`config.mk`:
```
export PLATFORM = sky130hd
export DESIGN_NAME = hazard_stall_ctrl_flat
export DESIGN_NICKNAME = d
export VERILOG_FILES = /design/src/rtl/hazard_stall_ctrl_if.sv /design/src/rtl/hazard_stall_ctrl.sv /design/src/flat_wrapper.sv
export SDC_FILE = /design/constraint.sdc
export NUM_CORES = 1
export LEC_CHECK = 0
export ABC_AREA = 1
export ABC_CLOCK_PERIOD_IN_PS = 1800
export BUFFER_PORTS_ARGS = -buffer_cell sky130_fd_sc_hd__buf_2
export CORE_MARGIN = 1.5
export CORE_UTILIZATION = 56
export CTS_CLUSTER_SIZE = 16
export DETAILED_ROUTE_END_ITERATION = 10
export GPL_TIMING_DRIVEN = 1
export PLACE_DENSITY = 0.81
export REMOVE_ABC_BUFFERS = 1
export SLEW_MARGIN = 20
export SYNTH_ARGS = -nofsm -noshare
export SYNTH_HDL_FRONTEND = slang
export SYNTH_SLANG_ARGS = --single-unit
```
`constraint.sdc`:
```
create_clock -name clk -period 1.8 [get_ports clk]
set_input_delay 0.18 -clock clk [delete_from_list [all_inputs] [get_ports clk]]
set_output_delay 0.18 -clock clk [all_outputs]
set_load 0.02 [all_outputs]
```
`src/rtl/hazard_stall_ctrl_if.sv`:
```
// hazard_stall_ctrl_if: pipeline-to-hazard-controller signal bundle
interface hazard_stall_ctrl_if #(parameter int CNT_W = 32);
  logic [4:0] ID_rs1, ID_rs2, EX_rd;
  logic ID_use_rs1, ID_use_rs2, EX_MemRead, EX_branch_taken, EX_mdu_start, mdu_done;
  logic PC_write, IFID_write, IFID_flush, IDEX_write, IDEX_flush, EXMEM_flush, mdu_timeout;
  logic [CNT_W-1:0] stall_cycles, flush_count;
  modport master (
    output ID_rs1, ID_rs2, ID_use_rs1, ID_use_rs2, EX_MemRead, EX_rd, EX_branch_taken, EX_mdu_start, mdu_done,
    input PC_write, IFID_write, IFID_flush, IDEX_write, IDEX_flush, EXMEM_flush, mdu_timeout, stall_cycles, flush_count
  );
  modport slave (
    input ID_rs1, ID_rs2, ID_use_rs1, ID_use_rs2, EX_MemRead, EX_rd, EX_branch_taken, EX_mdu_start, mdu_done,
    output PC_write, IFID_write, IFID_flush, IDEX_write, IDEX_flush, EXMEM_flush, mdu_timeout, stall_cycles, flush_count
  );
endinterface

```
`src/rtl/hazard_stall_ctrl.sv`:
```
// hazard_stall_ctrl: stall/bubble/flush control for load-use, branch redirect and MDU waits
module hazard_stall_ctrl #(
  parameter int MDU_TIMEOUT = 64,
  parameter int CNT_W = 32
) (
  input logic clk,
  input logic rst,
  hazard_stall_ctrl_if.slave bus
);
  localparam int WW = $clog2(MDU_TIMEOUT) + 1;
  typedef enum logic {RUN, MDU_WAIT} state_t;
  state_t state;
  logic [WW-1:0] wait_cnt;
  logic load_use, branch, mdu_go, lu, wd, hold, pc_wr;
  logic [CNT_W-1:0] stall_q, flush_q;
  logic timeout_q;
  always_comb begin
    load_use = bus.EX_MemRead && bus.EX_rd != 5'd0 &&
               ((bus.ID_use_rs1 && bus.ID_rs1 == bus.EX_rd) || (bus.ID_use_rs2 && bus.ID_rs2 == bus.EX_rd));
    branch = state == RUN && bus.EX_branch_taken;
    mdu_go = state == RUN && !branch && bus.EX_mdu_start && !bus.mdu_done;
    lu = state == RUN && !branch && !bus.EX_mdu_start && load_use;
    wd = state == MDU_WAIT && !bus.mdu_done && wait_cnt == WW'(MDU_TIMEOUT - 1);
    hold = mdu_go || (state == MDU_WAIT && !bus.mdu_done && !wd);
    pc_wr = !rst && !hold && !lu;
  end
  assign bus.PC_write = pc_wr;
  assign bus.IFID_write = pc_wr;
  assign bus.IDEX_write = !rst && !hold;
  assign bus.IFID_flush = rst || branch;
  assign bus.IDEX_flush = rst || branch || lu;
  assign bus.EXMEM_flush = rst || hold;
  assign bus.mdu_timeout = timeout_q;
  assign bus.stall_cycles = stall_q;
  assign bus.flush_count = flush_q;
  always_ff @(posedge clk) begin
    if (rst) begin
      state <= RUN;
      wait_cnt <= '0;
      timeout_q <= 1'b0;
      stall_q <= '0;
      flush_q <= '0;
    end else begin
      if (mdu_go) begin
        state <= MDU_WAIT;
        wait_cnt <= '0;
      end else if (state == MDU_WAIT) begin
        state <= (bus.mdu_done || wd) ? RUN : MDU_WAIT;
        wait_cnt <= wait_cnt + 1'b1;
      end
      if (wd) timeout_q <= 1'b1;
      if (!pc_wr && stall_q != '1) stall_q <= stall_q + 1'b1;
      if (branch && flush_q != '1) flush_q <= flush_q + 1'b1;
    end
  end
endmodule

```
`src/flat_wrapper.sv`:
```
// flat-port wrapper written by rule: the top's interface ports become plain ports
module hazard_stall_ctrl_flat 
#(
  parameter int MDU_TIMEOUT = 64,
  parameter int CNT_W = 32
)
  (clk, rst, bus_ID_rs1, bus_ID_rs2, bus_ID_use_rs1, bus_ID_use_rs2, bus_EX_MemRead, bus_EX_rd, bus_EX_branch_taken, bus_EX_mdu_start, bus_mdu_done, bus_PC_write, bus_IFID_write, bus_IFID_flush, bus_IDEX_write, bus_IDEX_flush, bus_EXMEM_flush, bus_mdu_timeout, bus_stall_cycles, bus_flush_count);
  hazard_stall_ctrl_if #(.CNT_W(CNT_W)) bus_i ();
  input logic clk;
  input logic rst;
  input wire logic [$bits(bus_i.ID_rs1)-1:0] bus_ID_rs1;
  input wire logic [$bits(bus_i.ID_rs2)-1:0] bus_ID_rs2;
  input wire logic [$bits(bus_i.ID_use_rs1)-1:0] bus_ID_use_rs1;
  input wire logic [$bits(bus_i.ID_use_rs2)-1:0] bus_ID_use_rs2;
  input wire logic [$bits(bus_i.EX_MemRead)-1:0] bus_EX_MemRead;
  input wire logic [$bits(bus_i.EX_rd)-1:0] bus_EX_rd;
  input wire logic [$bits(bus_i.EX_branch_taken)-1:0] bus_EX_branch_taken;
  input wire logic [$bits(bus_i.EX_mdu_start)-1:0] bus_EX_mdu_start;
  input wire logic [$bits(bus_i.mdu_done)-1:0] bus_mdu_done;
  output wire logic [$bits(bus_i.PC_write)-1:0] bus_PC_write;
  output wire logic [$bits(bus_i.IFID_write)-1:0] bus_IFID_write;
  output wire logic [$bits(bus_i.IFID_flush)-1:0] bus_IFID_flush;
  output wire logic [$bits(bus_i.IDEX_write)-1:0] bus_IDEX_write;
  output wire logic [$bits(bus_i.IDEX_flush)-1:0] bus_IDEX_flush;
  output wire logic [$bits(bus_i.EXMEM_flush)-1:0] bus_EXMEM_flush;
  output wire logic [$bits(bus_i.mdu_timeout)-1:0] bus_mdu_timeout;
  output wire logic [$bits(bus_i.stall_cycles)-1:0] bus_stall_cycles;
  output wire logic [$bits(bus_i.flush_count)-1:0] bus_flush_count;
  assign bus_i.ID_rs1 = bus_ID_rs1;
  assign bus_i.ID_rs2 = bus_ID_rs2;
  assign bus_i.ID_use_rs1 = bus_ID_use_rs1;
  assign bus_i.ID_use_rs2 = bus_ID_use_rs2;
  assign bus_i.EX_MemRead = bus_EX_MemRead;
  assign bus_i.EX_rd = bus_EX_rd;
  assign bus_i.EX_branch_taken = bus_EX_branch_taken;
  assign bus_i.EX_mdu_start = bus_EX_mdu_start;
  assign bus_i.mdu_done = bus_mdu_done;
  assign bus_PC_write = bus_i.PC_write;
  assign bus_IFID_write = bus_i.IFID_write;
  assign bus_IFID_flush = bus_i.IFID_flush;
  assign bus_IDEX_write = bus_i.IDEX_write;
  assign bus_IDEX_flush = bus_i.IDEX_flush;
  assign bus_EXMEM_flush = bus_i.EXMEM_flush;
  assign bus_mdu_timeout = bus_i.mdu_timeout;
  assign bus_stall_cycles = bus_i.stall_cycles;
  assign bus_flush_count = bus_i.flush_count;
  hazard_stall_ctrl #(.MDU_TIMEOUT(MDU_TIMEOUT), .CNT_W(CNT_W)) u_core (.clk(clk), .rst(rst), .bus(bus_i));
endmodule
```
==> results of run 1 <==
==> cell type report <==
cell class | count | area [um2] | share of cell area [%]
Multi-Input combinational cell | 608 | 2879 | 47.31
Sequential cell | 73 | 1476 | 24.26
Timing Repair Buffer | 141 | 957.2 | 15.73
Inverter | 102 | 387.9 | 6.373
Clock buffer | 12 | 155.1 | 2.549
Tap cell | 105 | 131.4 | 2.159
Clock inverter | 4 | 98.84 | 1.624
==> what timing repair did <==
item,in CTS,in global routing
resized for setup,21,46
setup endpoints to repair,18,65
gates cloned,0,4
buffers inserted,7,5
pin swaps,5,7
hold buffers,0,0
==> cells in the mapped netlist (all sizes together), types with 3 or more instances <==
cell    instances  area [um2]
a21oi          59       295.3
buf            16       140.1
clkbuf          7       26.28
dfxtp          73        1461
ha              3       37.54
inv           102       382.9
nand2         272        1050
nand3          66       360.4
nand4           4       25.02
nor2          144       563.0
nor3           27       161.4
nor3b           4       30.03
o21ai           9       45.04
xnor2           4       35.03
xor2            8       70.07
==> cell usage in the layout (no fill, tap or decap), drive strengths merged, types with 4 or more instances in the layout <==
cell type  instances
nand2            272
nor2             144
buf              138
inv              102
dfxtp             73
nand3             66
a21oi             59
nor3              27
clkbuf            15
o21ai              9
xor2               8
nand4              4
nor3b              4
xnor2              4
==> power by group through the flow <==
| stage | logic (mW) | registers (mW) | clock network [mW] |
|---|---|---|---|
| 2_1_floorplan | 0.162 | 1.69 | 0 |
| 3_3_place_gp | 0.304 | 1.67 | 0 |
| 3_5_place_dp | 0.314 | 1.67 | 0 |
| 4_1_cts | 0.336 | 1.64 | 1.67 |
| 5_1_grt | 0.430 | 1.64 | 1.75 |
| 6_report | 0.392 | 1.64 | 1.66 |
==> through the flow <==
step / utilization, % / power, mW / setup WS, ns
finish: 74.07 / 3.692 / -0.01017
global route: 74.07 / 3.822 / -0.09206
CTS: 70.72 / 3.638 / -0.01101
detailed placement: 66.18 / 1.987 / -0.009458
global placement: 66.18 / 1.976 / 0.04213
floorplan: - / 1.851 / -0.9361
==> worst paths after layout <==
path                                 endpoint  cells after the start
setup / recovery               bus_IFID_write                     10
hold / removal                   u_core.state                      2
setup reg to reg  u_core.bus.stall_cycles[19]                     12
hold reg to reg        u_core.bus.mdu_timeout                      1
==> critical path, stage by stage, from the launching register on <==
cell and delay (ns):
dfxtp_2 0.37, ha_4 0.14, inv_2 0.04, nor2_4 0.11, nand2_2 0.07, nand3_2 0.08
nand2_2 0.07, nor2_4 0.12, nand2_4 0.09, inv_4 0.07, buf_6 0.11
==> registers in the layout, indices dropped and copies added (netlist names) <==
register and count:
u_core.bus.flush_count 32, u_core.bus.mdu_timeout 1, u_core.wait_cnt 7, u_core.bus.stall_cycles 32, u_core.state 1
==> per-layer routing <==
metal | routed length [um] | GRT usage (%)
met3 | 813 | 5.153
met2 | 7195 | 55.95
met1 | 5523 | 34.42
met4 | 451 | 15.30
met5 | 0 | 0
==> kinds of logic (layout without fill, tap and decap cells) <==
group,count (synthesis),in the layout
AOI/OAI and AO/OA,72,72
xor gates and xnor gates,12,12
adders and majority gates,3,3
buffers and inverters,125,259
DFF,73,73
and+or+nand+nor,521,521
==> run metrics, run 1 <==
die footprint=between 0.009 and 0.01 mm2; Total Wirelength=between 10000 and 15000 um; Peak VDD IR=about 0.50 mV; Net Switching=906.5 uW; switching share of power=roughly 25%; HP Class=in -> reg; via count=5508; Initial Utilization=slightly below 60%; Die W=about 95 um; top_reg_cell synth=dfxtp_1; leakage=slightly below 3 nW; sequential share of the synthesized area=between 30% and 40%; drt first pass iters=5; Yosys reg bits=73; Final min period=roughly 1.8 ns; Layout Nets=about 960; initial antenna violation count=0; 1st-iter DRT viols=approximately 250; Post-Synth Adder-Cell Area=less than 1%; RePlAce Congestion=~0.95; Slew Viols, Final=0; Worst-Margin Slew=between 0.4 and 0.5 ns; IO Pins=94; sequential power share=between 40% and 50%; area delta synth->final=28.41%; cell-internal power=between 2 and 3 mW; synthesized area=0.004740 mm2; final setup margin=-0.01017 ns; Max FO, Critical Path=2; Final Cycle Share=100.6%; r2r setup slk=around 0.050 ns; Slew HR=a little under 70%; launch point of the critical path=u_core.wait_cnt[1]; Post-DP HPWL=~9500 um; clock sink total=73; number of synthesized flops with an enable pin=0; synthesized instance count=between 800 and 900; reg2reg start=u_core.wait_cnt[1]; multiplexer area fraction after synthesis=0%; worst skew pair latency=0.36 ns; Worst Path Required=~1.6 ns; Site Rows=33; total CTS buffers=9; simple-gate area share of the yosys netlist=46.78%; ys async rst share=0%; Worst Path Arrival=about 1.6 ns; Fillers=a little under 700; Synth Area in Compound Gates=under 10%; YS warnings=0; average wire per standard cell=13.38 um; RSZ-0062 raised after global routing=true; Setup Skew=~0.009 ns; design area=between 0.006 and 0.007 mm2; critical path class=reg -> out; Fin. Hold Viols=0; failing checks=setup timing; Post-Place Cells=between 1000 and 1500; residual DRC count=0; status=finished with violations; clock-pin slew on the worst setup and hold paths=about 0.08 ns; clk buf depth=2; distinct cell type count after synthesis=33; clock power share=about 45%; Finished Layout Cells=~1000; largest net degree at the start of global routing=43; Post-Synth XOR/XNOR Area=between 2 and 2.5%; Die H=between 90 and 100 um; worst hold start=rst; post-placement cell area=around 0.0054 mm2; Via density=roughly 5.3; Worst setup SP type=flip-flop; syn_area_per_cell=5.880 um2; H-Tree Depth=3; port buffer count=93; CTS tree=yes; first-pass GRT wire length=between 20000 and 25000 um; achievable frequency=~0.55 GHz; Final Setup Violations=3; total gr overflow=0; Root Buffer=clkbuf_8; Cell Pwr Density=606.6 mW/mm2; Fin Hold WS=between 0.1 and 0.15 ns; combinational share of power=10.6%; vias in the first global route=around 5100; max cap viols=0; critical path capture point type=primary output; share of cells above drive strength 1=between 20% and 30%; post-route ant nets=0; Core Box Area=~0.0082 mm2; largest family of logic cells by synthesized area=simple AND/OR/NAND/NOR gates; n_diodes=0; Setup TNS Final=-0.02786 ns; GRT Total Usage=30.82%
No activity file was read; power rests on OpenSTA's default activity.
==> inputs of run 2 (changes only) <==
--- a/config.mk
+++ b/config.mk
@@ -15,6 +15,7 @@
 export GPL_TIMING_DRIVEN = 1
 export PLACE_DENSITY = 0.81
 export REMOVE_ABC_BUFFERS = 1
+export SKIP_LAST_GASP = 1
 export SLEW_MARGIN = 20
 export SYNTH_ARGS = -nofsm -noshare
 export SYNTH_HDL_FRONTEND = slang
==> constraint.sdc (replaced) <==
create_clock -name clk -period 1.8 [get_ports clk]
set_input_delay 0.27 -clock clk [delete_from_list [all_inputs] [get_ports clk]]
set_output_delay 0.27 -clock clk [all_outputs]
set_load 0.02 [all_outputs]
==> run metrics, run 2 (same netlist as run 1, synthesis figures left out) <==
status=finished with violations; failing checks=setup timing; CTS tree=yes; Setup TNS Final=-0.5339 ns (-0.5060 ns); Site Rows=33 (unchanged); Fin Hold WS=0.2066 ns (+0.09444 ns); Layout Nets=955 (-0.62%); Root Buffer=clkbuf_8; Die H=95.00 um (unchanged); Fillers=697 (+2.0%); Slew HR=75.33% (+6.0 points); Worst Path Arrival=1.66 ns (+0.03 ns); HP Class=in -> reg; multi-input combinational cell area=0.002850 mm2 (-1.0%); share of cells above drive strength 1=23.02% (-0.38 points); Setup Skew=0.009377 ns (+0.0005367 ns); Core Box Area=0.008217 mm2 (unchanged); first-pass GRT wire length=20610 um (-6.4%); Post-DP HPWL=9423 um (-0.65%); commonest non-fill, non-tap cell in the layout=nand2_1; post-placement cell area=0.005433 mm2 (about the same); Worst setup SP type=flip-flop; post-route ant nets=0 (unchanged); Crit path max-delay family=simple AND/OR/NAND/NOR gates; Max FO, Critical Path=3 (+1); initial antenna violation count=0 (unchanged); average wire per standard cell=13.07 um (-2.3%); clock sink total=73 (unchanged); vias in the first global route=4797 (-6.6%); clock-pin slew on the worst setup and hold paths=0.07 ns (about the same); residual DRC count=0 (unchanged); r2r setup slk=-0.03 ns (-0.08 ns); critical path capture point type=primary output; Peak VDD IR=0.3274 mV (-35%); Cell Chain, Critical Path=ha_4 -> inv_2 -> nor2_4 -> nand2_2 -> nand3_2 -> nand2_2 -> nor2_4 -> buf_6 -> inv_2 -> buf_6; critical path class=reg -> out; largest net degree at the start of global routing=65 (+51%); Total Wirelength=13580 um (-2.9%); reg2reg start=u_core.wait_cnt[1]; n_diodes=0 (unchanged); max cap viols=0 (unchanged); Initial Utilization=57.68% (unchanged); Slew Viols, Final=0 (unchanged); drt first pass iters=5 (unchanged); port buffer count=93 (unchanged); H-Tree Depth=3 (unchanged); R2R cell count=12 (unchanged); most frequent cells in the layout=nand2_1, nor2_1, inv_1; Reg area=0.001473 mm2 (-0.25%); Die W=95.00 um (unchanged); Cell Pwr Density=592.3 mW/mm2 (-2.4%); RePlAce Congestion=0.9598 (+0.75%); Final min period=1.934 ns (+0.1241 ns); Worst path slowest cell=dfxtp_2; 1st-iter DRT viols=254 (+2.8%); clk buf depth=2 (unchanged); R2R Path End=u_core.bus.stall_cycles[18]; Hold EP=u_core.state; design area=0.005956 mm2 (-2.1%); leakage=2.804 nW (-2.7%); via count=5509 (+0.018%); RSZ-0062 raised after global routing=true; achievable frequency=0.5170 GHz (-6.4%); total gr overflow=0 (unchanged); worst hold start=rst; Worst Path Required=1.53 ns (-0.09 ns); IO Pins=94 (unchanged); worst skew pair latency=0.35 ns (about the same); Tot Pwr=3.527 mW (-4.5%); hold_buf cts=0 (unchanged); total CTS buffers=9 (unchanged); Final Cycle Share=107.5% (+6.9 points); longest individual stage delay on the worst path=0.36 ns (about the same); Final Setup Violations=13 (+10); die footprint=0.009024 mm2 (unchanged); GRT Total Usage=28.78% (-2.0 points); area delta synth->final=25.66%; Worst-Margin Slew=0.3687 ns (-0.09161 ns); CP bufs+invs=4 (+1); final setup margin=-0.1343 ns (-0.1241 ns); Via density=5.302 (+0.60%); Fin. Hold Viols=0 (unchanged); Hold Crit Depth=2 (unchanged)
## run 2: cell types whose count changed in the layout (fill, tap and decap cells not counted), moves of 2 or more
cell        before  now
buf_4           38   35
nor2_4           6    3
a21oi_1         51   49
nor2_2           7   11
clkinvlp_4       0    2
a21oi_2          8   10
buf_12           3    0
nor3_2           3    6
nor3_1          21   19
nand3_1         57   59
nand3_2          9    7
## run 2: where the power goes
group | internal, mW | switching [mW] | leakage (nW)
clock | 0.858 | 0.650 | 0.109
combinational | 0.146 | 0.235 | 2.10
sequential | 1.63 | 0.0116 | 0.593
## run 2: metrics by stage
step	instances	utilization (%)	worst slack (ns)
finish	1039	72.48	-0.1343
global route	1039	72.48	-0.1982
CTS	1034	70.06	-0.1312
detailed placement	1014	66.12	0.01154
global placement	1014	66.12	0.03752
floorplan	783	-	-1.026
## run 2: worst max-delay path by stage
| stage | depth (start not counted) | from | slack [ns] | end |
|---|---|---|---|---|
| final | 10 | u_core.wait_cnt[1] | -0.13 | bus_EXMEM_flush |
| after CTS | 10 | u_core.wait_cnt[1] | -0.13 | bus_PC_write |
| after floorplan | 9 | u_core.wait_cnt[0] | -1.03 | bus_IFID_write |
| after detailed placement | 10 | u_core.bus.stall_cycles[0] | 0.01 | u_core.bus.stall_cycles[21] |
| after global routing | 10 | u_core.wait_cnt[1] | -0.20 | bus_EXMEM_flush |
| after global placement | 10 | u_core.bus.stall_cycles[0] | 0.04 | u_core.bus.stall_cycles[15] |
## run 2: layout make-up
| type | instances | share of cell area [%] |
|---|---|---|
| repair buffers | 135 | 14.83 |
| clock inverters | 4 | 1.261 |
| flip-flops and latches | 73 | 24.73 |
| clock buffers | 12 | 2.605 |
| inverters | 102 | 6.513 |
| well taps | 105 | 2.206 |
| multi-input cells | 608 | 47.86 |
## run 2: what timing repair did
| action | 4_1_cts | 5_1_grt |
|---|---|---|
| setup endpoints to repair | 19 | 62 |
| pin swaps | 6 | 1 |
| gates cloned | 0 | 3 |
| hold endpoints to repair | 0 | 0 |
| gates resized for setup | 21 | 40 |
| setup buffers | 4 | 2 |
## run 2: layer usage
metal / vias up / track usage [%] / routed length, um
li1: 2752 / - / -
met1: 2527 / 32.43 / 5632
met2: 189 / 53.51 / 6787
met3: 41 / 4.026 / 722
met4: 0 / 12.06 / 438
met5: - / 0 / 0
==> inputs of run 3 (changes only) <==
--- a/config.mk
+++ b/config.mk
@@ -8,7 +8,6 @@
 export ABC_AREA = 1
 export ABC_CLOCK_PERIOD_IN_PS = 1800
 export BUFFER_PORTS_ARGS = -buffer_cell sky130_fd_sc_hd__buf_2
-export CORE_MARGIN = 1.5
 export CORE_UTILIZATION = 56
 export CTS_CLUSTER_SIZE = 16
 export DETAILED_ROUTE_END_ITERATION = 10
==> run metrics, run 3 (same netlist as run 1, synthesis figures left out) <==
most frequent cells in the layout=nand2_1, nor2_1, inv_1; clock-pin slew on the worst setup and hold paths=0.09 ns (+0.02 ns); Setup Skew=0.01202 ns (+0.002640 ns); largest net degree at the start of global routing=65 (unchanged); average wire per standard cell=13.54 um (+3.6%); Core Box Area=0.008217 mm2 (unchanged); critical path capture point type=primary output; die footprint=0.008835 mm2 (-2.1%); Max FO, Critical Path=3 (unchanged); Worst Path Arrival=1.68 ns (+0.02 ns); critical path class=reg -> out; first-pass GRT wire length=21850 um (+6.0%); max cap viols=0 (unchanged); GRT Total Usage=30.84% (+2.1 points); Post-DP HPWL=9437 um (+0.15%); reg2reg start=u_core.bus.flush_count[0]; Worst-Margin Slew=0.4648 ns (+0.09605 ns); Peak VDD IR=0.4356 mV (+33%); RSZ-0062 raised after global routing=true; Final Setup Violations=5 (-8); area delta synth->final=28.75%; worst hold start=rst; port buffer count=93 (unchanged); total gr overflow=0 (unchanged); Cell Pwr Density=573.3 mW/mm2 (-3.2%); via count=5605 (+1.7%); Root Buffer=clkbuf_8; Reg area=0.001480 mm2 (+0.51%); vias in the first global route=5033 (+4.9%); n_diodes=0 (unchanged); commonest non-fill, non-tap cell in the layout=nand2_1; R2R cell count=9 (-3); multi-input combinational cell area=0.002927 mm2 (+2.7%); HP Class=in -> reg; achievable frequency=0.5132 GHz (-0.73%); worst skew pair latency=0.36 ns (about the same); RePlAce Congestion=0.9702 (+1.1%); H-Tree Depth=3 (unchanged); Place WS=-0.02654 ns (-0.03808 ns); Most Crowded Layer GR=met2; drt first pass iters=5 (unchanged); residual DRC count=0 (unchanged); share of cells above drive strength 1=24.79% (+1.8 points); clk buf depth=2 (unchanged); Tot Pwr=3.498 mW (-0.82%); total CTS buffers=9 (unchanged); Worst setup SP type=flip-flop; Die W=94.00 um (-1.1%); leakage=2.860 nW (+2.0%); met3 Use GR=4.854% (+0.83 points); Fillers=690 (-1.0%); Setup crit end=bus_EXMEM_flush; Final Cycle Share=108.2% (+0.79 points); Layout Nets=962 (+0.73%); Slew Viols, Final=0 (unchanged); failing checks=setup timing; R2R Path End=u_core.bus.flush_count[24]; Initial Utilization=57.68% (unchanged); Total Wirelength=14150 um (+4.2%); status=finished with violations; Slew HR=69.02% (-6.3 points); final setup margin=-0.1484 ns (-0.01414 ns); GR Layer Usage met2=55.78% (+2.3 points); CTS tree=yes; IO Pins=94 (unchanged); launch point of the critical path=u_core.wait_cnt[0]; Site Rows=33 (unchanged); Final min period=1.948 ns (+0.01414 ns); Worst Path Required=1.53 ns (about the same); Fin Hold WS=0.2113 ns (+0.004659 ns); Post-Place Cells=1013 (-0.099%); initial antenna violation count=0 (unchanged); post-route ant nets=0 (unchanged); GR Layer Usage met1=35.97% (+3.5 points); Fin. Hold Viols=0 (unchanged); post-layout util=74.27% (+1.8 points); Finished Layout Cells=1045 (+0.58%); 1st-iter DRT viols=298 (+17%); Die H=94.00 um (-1.1%); clock sink total=73 (unchanged); Via density=5.364 (+1.2%); r2r setup slk=-0.01 ns (+0.02 ns)
[run 3: final cells by class]
class,instances,share of cell area (%)
well taps,105,2.153
inverters,102,6.397
repair buffers,142,15.69
clock buffers,10,2.255
clock inverters,5,1.292
multi-input cells,608,47.96
flip-flops and latches,73,24.26
[run 3: what timing repair did]
| action | CTS | global route |
|---|---|---|
| hold buffers | 0 | 0 |
| pin swaps | 6 | 11 |
| resized for setup | 22 | 62 |
| setup endpoints to repair | 17 | 68 |
| setup buffers | 5 | 8 |
| cloned | 0 | 4 |
[run 3: stage by stage]
stage          area [um2]   TNS [ns]
5_1_grt              6102     -2.360
3_5_place_dp         5425   -0.06889
4_1_cts              5746    -0.4207
3_3_place_gp         5425  -0.002521
2_1_floorplan        4573     -23.57
6_report             6102    -0.5757
[run 3: critical path, cell delays in order (launching register included)]
cell     delay (ns)
dfxtp_2        0.36
ha_4           0.17
inv_4          0.04
nor2_4         0.13
nand2_2        0.08
nand3_2        0.07
nand2_2        0.06
nor2_4         0.13
buf_6          0.12
inv_2          0.03
buf_6          0.11
[run 3: worst min-delay path by stage]
stage | cells past startpoint | endpoint | slack (ns)
after floorplan | 1 | u_core.bus.flush_count[10] | 0.34
after global placement | 1 | u_core.bus.mdu_timeout | 0.45
after detailed placement | 1 | u_core.bus.mdu_timeout | 0.45
after CTS | 2 | u_core.state | 0.20
after global routing | 2 | u_core.state | 0.20
final | 2 | u_core.state | 0.21
[run 3: layer usage]
layer  up-vias  wire [um]
li1       2767          -
met1      2537       5602
met2       242       7119
met3        59        932
met4         0        499
met5         -          0
[run 3: report_power, final]
part	switching, mW	internal, mW	leakage (nW)
clock	0.652	0.811	0.113
combinational	0.239	0.157	2.15
sequential	0.0127	1.63	0.593
total	0.904	2.59	2.86
